<file path="config.mk">
export PLATFORM = sky130hd
export DESIGN_NAME = if_fetch_queue
export DESIGN_NICKNAME = d
export VERILOG_FILES = /design/src/rtl/if_fetch_queue.sv
export SDC_FILE = /design/constraint.sdc
export NUM_CORES = 2
export LEC_CHECK = 0
export CAP_MARGIN = 15
export CORE_MARGIN = 1
export CORE_UTILIZATION = 50
export CTS_CLUSTER_DIAMETER = 50
export DETAILED_ROUTE_END_ITERATION = 12
export GPL_TIMING_DRIVEN = 0
export PLACE_DENSITY = 0.77
export REMOVE_ABC_BUFFERS = 1
export SYNTH_ARGS = -nofsm -noshare
export SYNTH_HDL_FRONTEND = slang
export SYNTH_SLANG_ARGS = --single-unit
export TNS_END_PERCENT = 50
</file>
<file path="constraint.sdc">
create_clock -name CLK -period 4 [get_ports CLK]
set_input_delay 0.8 -clock CLK [delete_from_list [all_inputs] [get_ports CLK]]
set_output_delay 0.8 -clock CLK [all_outputs]
set_load 0.03 [all_outputs]
</file>
<file path="src/rtl/if_fetch_queue.sv">
// if_fetch_queue
//
// Multi-wide instruction fetch front end. Each cycle it presents one fetch
// address to instruction memory and accepts FETCH_WIDTH consecutive words.
// The words and their PCs are buffered in a circular queue. Decode drains up
// to FETCH_WIDTH entries per cycle. A redirect flushes the queue and restarts
// fetch at Alt_PC.
//
// Handshake: a push happens on a rising edge when memory is ready (!stall_C)
// and the queue, after any flush, has at least FETCH_WIDTH free entries. The
// push does not count space that same-cycle pops would free. A pop of
// min(Pop_Count, count) entries happens on the same edge unless STALL or
// Request_Alt_PC is high.
//
// Ports:
//   CLK, RESET          clock (rising edge), async active-low reset
//   STALL               decode freeze, blocks pops
//   stall_C             memory not ready, blocks push and PC advance
//   Request_Alt_PC      redirect strobe, Alt_PC is the target
//   Pop_Count           entries decode consumes this cycle
//   Instr_fIM           FETCH_WIDTH words from IM, slot i at bits [32i+31:32i]
//   Instr_address_2IM   fetch address (only combinational input->output path)
//   Instr_OUT/_PC_OUT   oldest FETCH_WIDTH entries, slot 0 = head
//   Instr_Valid_OUT     thermometer, bit i set iff count > i
//   Queue_Count         occupied entries
//   Queue_Full          fewer than FETCH_WIDTH entries free
module if_fetch_queue #(
  parameter int          FETCH_WIDTH = 2,
  parameter int          QUEUE_DEPTH = 8,
  parameter logic [31:0] RESET_PC    = 32'hBFC00000,
  localparam int         PCW         = $clog2(FETCH_WIDTH + 1),
  localparam int         CW          = $clog2(QUEUE_DEPTH + 1)
) (
  input  logic                      CLK,
  input  logic                      RESET,
  input  logic                      STALL,
  input  logic                      stall_C,
  input  logic                      Request_Alt_PC,
  input  logic [31:0]               Alt_PC,
  input  logic [PCW-1:0]            Pop_Count,
  input  logic [32*FETCH_WIDTH-1:0] Instr_fIM,
  output logic [31:0]               Instr_address_2IM,
  output logic [32*FETCH_WIDTH-1:0] Instr_OUT,
  output logic [32*FETCH_WIDTH-1:0] Instr_PC_OUT,
  output logic [FETCH_WIDTH-1:0]    Instr_Valid_OUT,
  output logic [CW-1:0]             Queue_Count,
  output logic                      Queue_Full
);

  localparam int            AW   = $clog2(QUEUE_DEPTH);
  localparam logic [CW-1:0] FW_C = CW'(FETCH_WIDTH);
  localparam logic [CW-1:0] QD_C = CW'(QUEUE_DEPTH);

  logic [31:0]   r_fetch_pc;
  logic [AW-1:0] r_head;
  logic [AW-1:0] r_tail;
  logic [CW-1:0] r_count;
  logic [31:0]   r_instr [QUEUE_DEPTH];
  logic [31:0]   r_pc    [QUEUE_DEPTH];

  logic [31:0]   w_addr;
  logic [CW-1:0] w_count_base;
  logic [AW-1:0] w_head_base;
  logic [AW-1:0] w_tail_base;
  logic [CW-1:0] w_free;
  logic          w_push;
  logic [CW-1:0] w_pop_req;
  logic [CW-1:0] w_pop_n;
  logic [CW-1:0] w_count_next;
  logic [AW-1:0] w_head_next;
  logic [AW-1:0] w_tail_next;
  logic [31:0]   w_fetch_pc_next;
  logic [AW-1:0] w_wr_idx [FETCH_WIDTH];

  assign w_addr = Request_Alt_PC ? Alt_PC : r_fetch_pc;

  always_comb begin
    // A redirect empties the queue before the push decision, so the
    // alternate path can be fetched in the same cycle.
    w_count_base = Request_Alt_PC ? '0 : r_count;
    w_head_base  = Request_Alt_PC ? '0 : r_head;
    w_tail_base  = Request_Alt_PC ? '0 : r_tail;
    w_free       = QD_C - w_count_base;
    w_push       = !stall_C && (w_free >= FW_C);

    // Requests beyond the current occupancy are clamped, never an error.
    w_pop_req = CW'(Pop_Count);
    if (Request_Alt_PC || STALL)
      w_pop_n = '0;
    else if (w_pop_req < r_count)
      w_pop_n = w_pop_req;
    else
      w_pop_n = r_count;

    w_count_next    = w_count_base - w_pop_n + (w_push ? FW_C : '0);
    w_head_next     = w_head_base + w_pop_n[AW-1:0];
    w_tail_next     = w_tail_base + (w_push ? AW'(FETCH_WIDTH) : '0);
    w_fetch_pc_next = w_push ? (w_addr + 32'(4 * FETCH_WIDTH)) : w_addr;

    for (int i = 0; i < FETCH_WIDTH; i++)
      w_wr_idx[i] = w_tail_base + AW'(i);
  end

  always_ff @(posedge CLK or negedge RESET) begin
    if (!RESET) begin
      r_fetch_pc <= RESET_PC;
      r_head     <= '0;
      r_tail     <= '0;
      r_count    <= '0;
      for (int i = 0; i < QUEUE_DEPTH; i++) begin
        r_instr[i] <= '0;
        r_pc[i]    <= '0;
      end
    end else begin
      r_fetch_pc <= w_fetch_pc_next;
      r_head     <= w_head_next;
      r_tail     <= w_tail_next;
      r_count    <= w_count_next;
      if (w_push) begin
        for (int i = 0; i < FETCH_WIDTH; i++) begin
          r_instr[w_wr_idx[i]] <= Instr_fIM[32*i +: 32];
          r_pc[w_wr_idx[i]]    <= w_addr + 32'(4 * i);
        end
      end
    end
  end

  // Output slots read from the head and wrap around the storage. Slots past
  // the occupancy show whatever is stored; the valid bits tell decode.
  always_comb begin
    Instr_OUT       = '0;
    Instr_PC_OUT    = '0;
    Instr_Valid_OUT = '0;
    for (int i = 0; i < FETCH_WIDTH; i++) begin
      Instr_OUT[32*i +: 32]    = r_instr[r_head + AW'(i)];
      Instr_PC_OUT[32*i +: 32] = r_pc[r_head + AW'(i)];
      Instr_Valid_OUT[i]       = r_count > CW'(i);
    end
  end

  assign Instr_address_2IM = w_addr;
  assign Queue_Count       = r_count;
  assign Queue_Full        = (QD_C - r_count) < FW_C;

endmodule

</file>
## After elaboration in Yosys (flattened, before gate mapping)

Index checks and enable logic that the tools add are counted.

- Register bits: 554
- Input bits: 103
- Logic and storage cells: 79

- $add $sub $neg: 10
- $lt $le $gt $ge: 11
- Mux-type cells: 29
- Bitwise logic cells: 4
- Reduce and logical (&&, ||, !) cells: 5

Operators by type and width:

| cell | count |
|---|---|
| 256-bit bitwise mux | 4 |
| 32-bit binary-select mux with 3-bit select | 4 |
| 32-bit 2-to-1 mux | 12 |
| 32-bit demux with 3-bit select | 2 |
| 32-bit by 3-bit adder with 32-bit output (second input constant) | 1 |
| 32-bit by 4-bit adder with 32-bit output (second input constant) | 1 |
| 4-bit greater-or-equal comparator (second input constant) | 4 |
| 3-bit inverter with 4-bit output | 4 |
| 4-bit 2-to-1 mux | 3 |
| 4-bit by 1-bit greater-than comparator with 1-bit output (second input constant) | 2 |
| 4-bit by 1-bit < comparator with 1-bit output (second input constant) | 2 |
| 4-bit subtractor (first input constant) | 2 |
| 3-bit by 1-bit adder with 3-bit output (second input constant) | 2 |
| 3-bit 2-to-1 mux | 2 |
| 4-bit by 2-bit adder with 4-bit output | 1 |
| 4-bit by 2-bit greater-or-equal comparator with 1-bit output (second input constant) | 1 |
| 2-bit by 4-bit < comparator with 1-bit output | 1 |
| 4-bit by 2-bit < comparator with 1-bit output (second input constant) | 1 |
| 2-bit 2-to-1 mux | 2 |
| 4-bit subtractor | 1 |
| 3-bit by 2-bit adder with 3-bit output | 1 |
| 3-bit adder | 1 |
| 1-bit logical AND | 3 |
| 1-bit zero test | 1 |
| 1-bit logical OR | 1 |

## Depth between registers and ports, before layout

- Depth in word-level cells: 8
- Gate-level depth with buffers: 23
- Depth with buffers taken out: 13

## Worst setup path after synthesis

OpenSTA, ideal clock, no wires.

- Path kind: input to register
- Start: in Request_Alt_PC
- End: reg r_count[3], in the netlist Queue_Count[3]
- Library setup time: 125 ps
- Data arrival time: 4606 ps
- Slack: -731 ps
- Stages: 23
- Buffers on the path: 11
- Cells stage by stage: buf_6 buf_6 buf_8 buf_6 buf_6 buf_2 clkbuf_1 nand2b_1 ha_1 xnor2_1 a2111oi_0 a21o_1 buf_4 inv_2 buf_2 buf_2 buf_2 ha_1 ha_1 inv_1 fa_1 xnor2_1 xnor2_1

- Longest elaborated chain between the ends: 6

Ends and longest elaborated chain:

| what | RTL line | RTL |
|---|---|---|
| start, declared | 38 | `input logic Request_Alt_PC,` |
| 4-bit 2-to-1 mux | 80 | `w_count_base = Request_Alt_PC ? '0 : r_count;` |
| 4-bit subtractor | 83 | `w_free = QD_C - w_count_base;` |
| 4-bit by 2-bit greater-or-equal comparator with 1-bit output | 84 | `w_push = !stall_C && (w_free >= FW_C);` |
| 1-bit logical AND | 84 |  |
| 2-bit 2-to-1 mux | 95 | `w_count_next = w_count_base - w_pop_n + (w_push ? FW_C : '0);` |
| 4-bit by 2-bit adder with 4-bit output (*) | 95 |  |
| named net w_count_next[3] | 69 | `logic [CW-1:0] w_count_next;` |
| end signal, assigned | 118 | `r_count <= w_count_next;` |
| end, declared | 57 | `logic [CW-1:0] r_count;` |

The timed path passes the listed nets; every way through them passes the cells marked *.
A chain may end at the register's enable or synchronous reset.

## Worst setup path after layout

- Start: in Alt_PC[12]
- End: out Instr_address_2IM[12]

- Longest elaborated chain between the ends: 1

Ends and longest elaborated chain:

| what | RTL line | RTL |
|---|---|---|
| start, declared | 39 | `input logic [31:0] Alt_PC,` |
| 32-bit 2-to-1 mux | 75 | `assign w_addr = Request_Alt_PC ? Alt_PC : r_fetch_pc;` |
| end, declared | 42 | `output logic [31:0] Instr_address_2IM,` |

No other way between the ends.

==> results.yml <==
grt:
  overflow: 0
  antenna_found_initial: 1
  grt_pass1_vias: 33252
  track_usage: 0.391
  grt_max_degree: 121
  grt_pass1_wl_um: 209000
sta:
  hold_violations: 0
  fin_ws_ps: -87.5
  fin_crit_sh: 1.02
  setup-violations-final: 9
  tightest_slew_ps: 1150
  slew-limit-headroom: 0.232
  rsz0062_at_grt: "yes"
  period_minus_slack_ps: 4090
  max_freq_mhz: 245
  hold_ws_ps: 246
  slew_violations: 0
  skew_ps: 41.8
job:
  cap_violations: 0
worst_setup_path:
  ff2ff_setup_slack_ps: 50
  rr_worst_depth: 10
  reg2reg_from: "r_tail[0]$_DFF_PN0_"
  crit_arrival_ps: 3290
  crit_path_end_kind: "output pin"
  timing.rr.end: "r_pc[251]$_DFFE_PN0P_"
  critical_path_class: "in -> out"
  cp_max_fo: 11
  start_kind: "input pin"
  cp.required_ps: 3200
drt:
  wl_um: 141000
  drc: 0
  ant_nets: 0
  dr.pass1.iters: 13
  avgRoutedWirePerCell_um: 31.5
  avgViaCountPerCell: 7.57
  drtIter0Drc: 6219
  num_vias: 33919
clock_network:
  cts_made_buffers: 68
  clk_pin_slew_ps: 60
  cts_max_level: 3
  clk_path_buf_depth: 3
  cts_sinks: 554
  cts_tree: "yes"
  clk_latency_ps: 640
  cts_root_buf: "clkbuf_16"
floorplan:
  die_area_sq_um: 71300
  die_y_um: 267
  fp.dieW_um: 267
  core_sq_um: 69100
  start_util: 0.508
  rows: 96
  ios: 270
cells_and_area:
  regArea_sq_um: 13900
  instances_no_fill: 4481
  fillCellCount: 5184
  finish.net_count: 3615
  syn_to_final_growth_pct: 22.1
  finish.instance_area_sq_um: 42900
  multi_input_area_sq_um: 19600
  final_util: 0.621
  drive_above_1_share: 0.218
synth:
  syn_inst: 3422
  yosysSeqAreaShare: 0.395
  synth_edf_count: 0
  synthesis.area_sq_um: 35100
  avgSynthCellArea_sq_um: 10.3
  ys_warn_count: 0
  synthArstFlopShare: 1.00
  synthFlopType: "dfrtp_1"
  ys_seq_elements: 554
  synthDistinctLibCells: 92
place:
  place_area_sq_um: 39700
  port_buffers: 269
  dp_cells: 4311
  place_congestion: 0.893
  place_ws_ps: -1620
  dpl.hpwl_um: 82800
status:
  status: "finished with violations"
  violations: "setup timing"
hold_path:
  hold_path_class: "in -> async"
pwr:
  leakage_uw: 0.0167
  p_per_area_nw_per_um2: 775
  ir_drop_uv: 469
-- power breakdown --
part | internal [uW] | switching (uW) | total [uW]
clock network | 4010 | 2660 | 6680
registers | 8070 | 2080 | 10200
logic | 7490 | 8880 | 16400
total | 19600 | 13600 | 33200
-- area by class of cell --
cell class / count / area share
diodes: 1 / 0.0000584
clock buffers: 91 / 0.0453
clock inverters: 32 / 0.0100
inverters: 40 / 0.00380
multi-input cells: 2416 / 0.458
flip-flops and latches: 554 / 0.324
well taps: 931 / 0.0272
repair buffers: 416 / 0.132
-- cells in the mapped netlist, types with 12 or more instances --
master,count,area (sq um)
nor2_1,60,225
nand2_1,481,1810
xnor2_1,36,315
a31oi_1,36,225
mux4_2,256,5770
a22o_1,39,342
a21oi_1,146,731
a32oi_1,67,587
ha_1,14,175
o221ai_1,55,482
inv_1,35,131
clkbuf_1,222,833
buf_2,108,541
mux2i_1,16,160
a22oi_1,287,2150
nand3_1,84,420
and3_1,13,81.3
o21ai_1,18,90.1
buf_1,60,225
nand3b_1,13,97.6
o21ai_0,422,2110
dfrtp_1,545,13600
nand2b_1,12,75.1
mux2_2,137,1540
nor3_1,26,130
o22ai_1,33,206
-- worst max-delay path, cell delays in order --
cell and delay [ps]:
clkdlybuf4s50_1 700, mux2i_1 900, inv_1 220, clkdlybuf4s50_1 650
-- metal layers --
metal,vias up,track usage,wire [um],part of all wire
li1,13234,-,-,-
met1,16541,0.492,47800,0.34
met2,3235,0.569,60900,0.43
met3,909,0.144,21700,0.15
met4,0,0.251,10700,0.076
met5,-,0,0,0
-- per-stage QoR --
step                      total power [uW]   TNS, ps
after floorplan                      20300  -4471140
after global placement               25900         -
after detailed placement             25800   -612810
after CTS                            32600     -26.6
after global routing                 34400      -374
final                                33200      -235
-- worst max path at each step --
| stage | to | from | slack, ps |
|---|---|---|---|
| after floorplan | Instr_OUT[32] | r_head[0]$_DFF_PN0_ | -8640 |
| after global placement | r_instr[133]$_DFFE_PN0P_ | RESET | -23400 |
| after detailed placement | r_pc[78]$_DFFE_PN0P_ | Request_Alt_PC | -1620 |
| after CTS | Instr_PC_OUT[63] | r_head[0]$_DFF_PN0_ | -30 |
| after global routing | Instr_PC_OUT[63] | r_head[1]$_DFF_PN0_ | -80 |
| final | Instr_address_2IM[12] | Alt_PC[12] | -90 |
-- placed cells by master (no fill, tap or decap), types with 13 or more instances in the layout --
| cell type | n |
|---|---|
| nand3_1 | 82 |
| mux4_2 | 256 |
| dlygate4sd2_1 | 62 |
| a31oi_1 | 36 |
| a21oi_1 | 146 |
| a22o_1 | 39 |
| nand3b_1 | 13 |
| a22oi_1 | 287 |
| buf_6 | 14 |
| nor3_1 | 24 |
| dfrtp_1 | 542 |
| mux2_2 | 137 |
| o21ai_1 | 13 |
| xnor2_1 | 36 |
| o22ai_1 | 33 |
| o221ai_1 | 55 |
| o21ai_0 | 422 |
| buf_16 | 56 |
| nand2_1 | 481 |
| clkbuf_16 | 75 |
| clkdlybuf4s50_1 | 182 |
| inv_1 | 35 |
| nor2_1 | 55 |
| clkdlybuf4s15_2 | 14 |
| buf_12 | 24 |
| buf_4 | 22 |
| buf_8 | 19 |
| a32oi_1 | 67 |
-- kinds of logic (layout without fill, tap and decap cells) --
group                      after synthesis  after routing  share of synthesized area
AOI/OAI and AO/OA                     1177           1179                      0.219
buffers and inverters                  454            579                     0.0556
other                                    1              2                   0.000107
adders and majority gates               16             16                    0.00613
DFF                                    554            554                      0.395
and+or+nand+nor                        762            762                     0.0981
muxes                                  417            417                      0.216
xor gates and xnor gates                41             41                     0.0104
-- state kept, by name (all words and copies together), names as in the netlist --
register,count
r_instr,256
r_pc,256
r_fetch_pc,32
Queue_Count,4
r_head,3
r_tail,3
-- what timing repair did --
item / CTS / global route
hold buffers: 0 / 0
resized for setup: 133 / 25
pin swaps: 8 / 4
setup buffers: 23 / 6
endpoints found under the hold margin: 0 / 0
endpoints found under the setup margin: 647 / 142
gates cloned: 13 / 4
No activity file was read; power rests on OpenSTA's default activity.
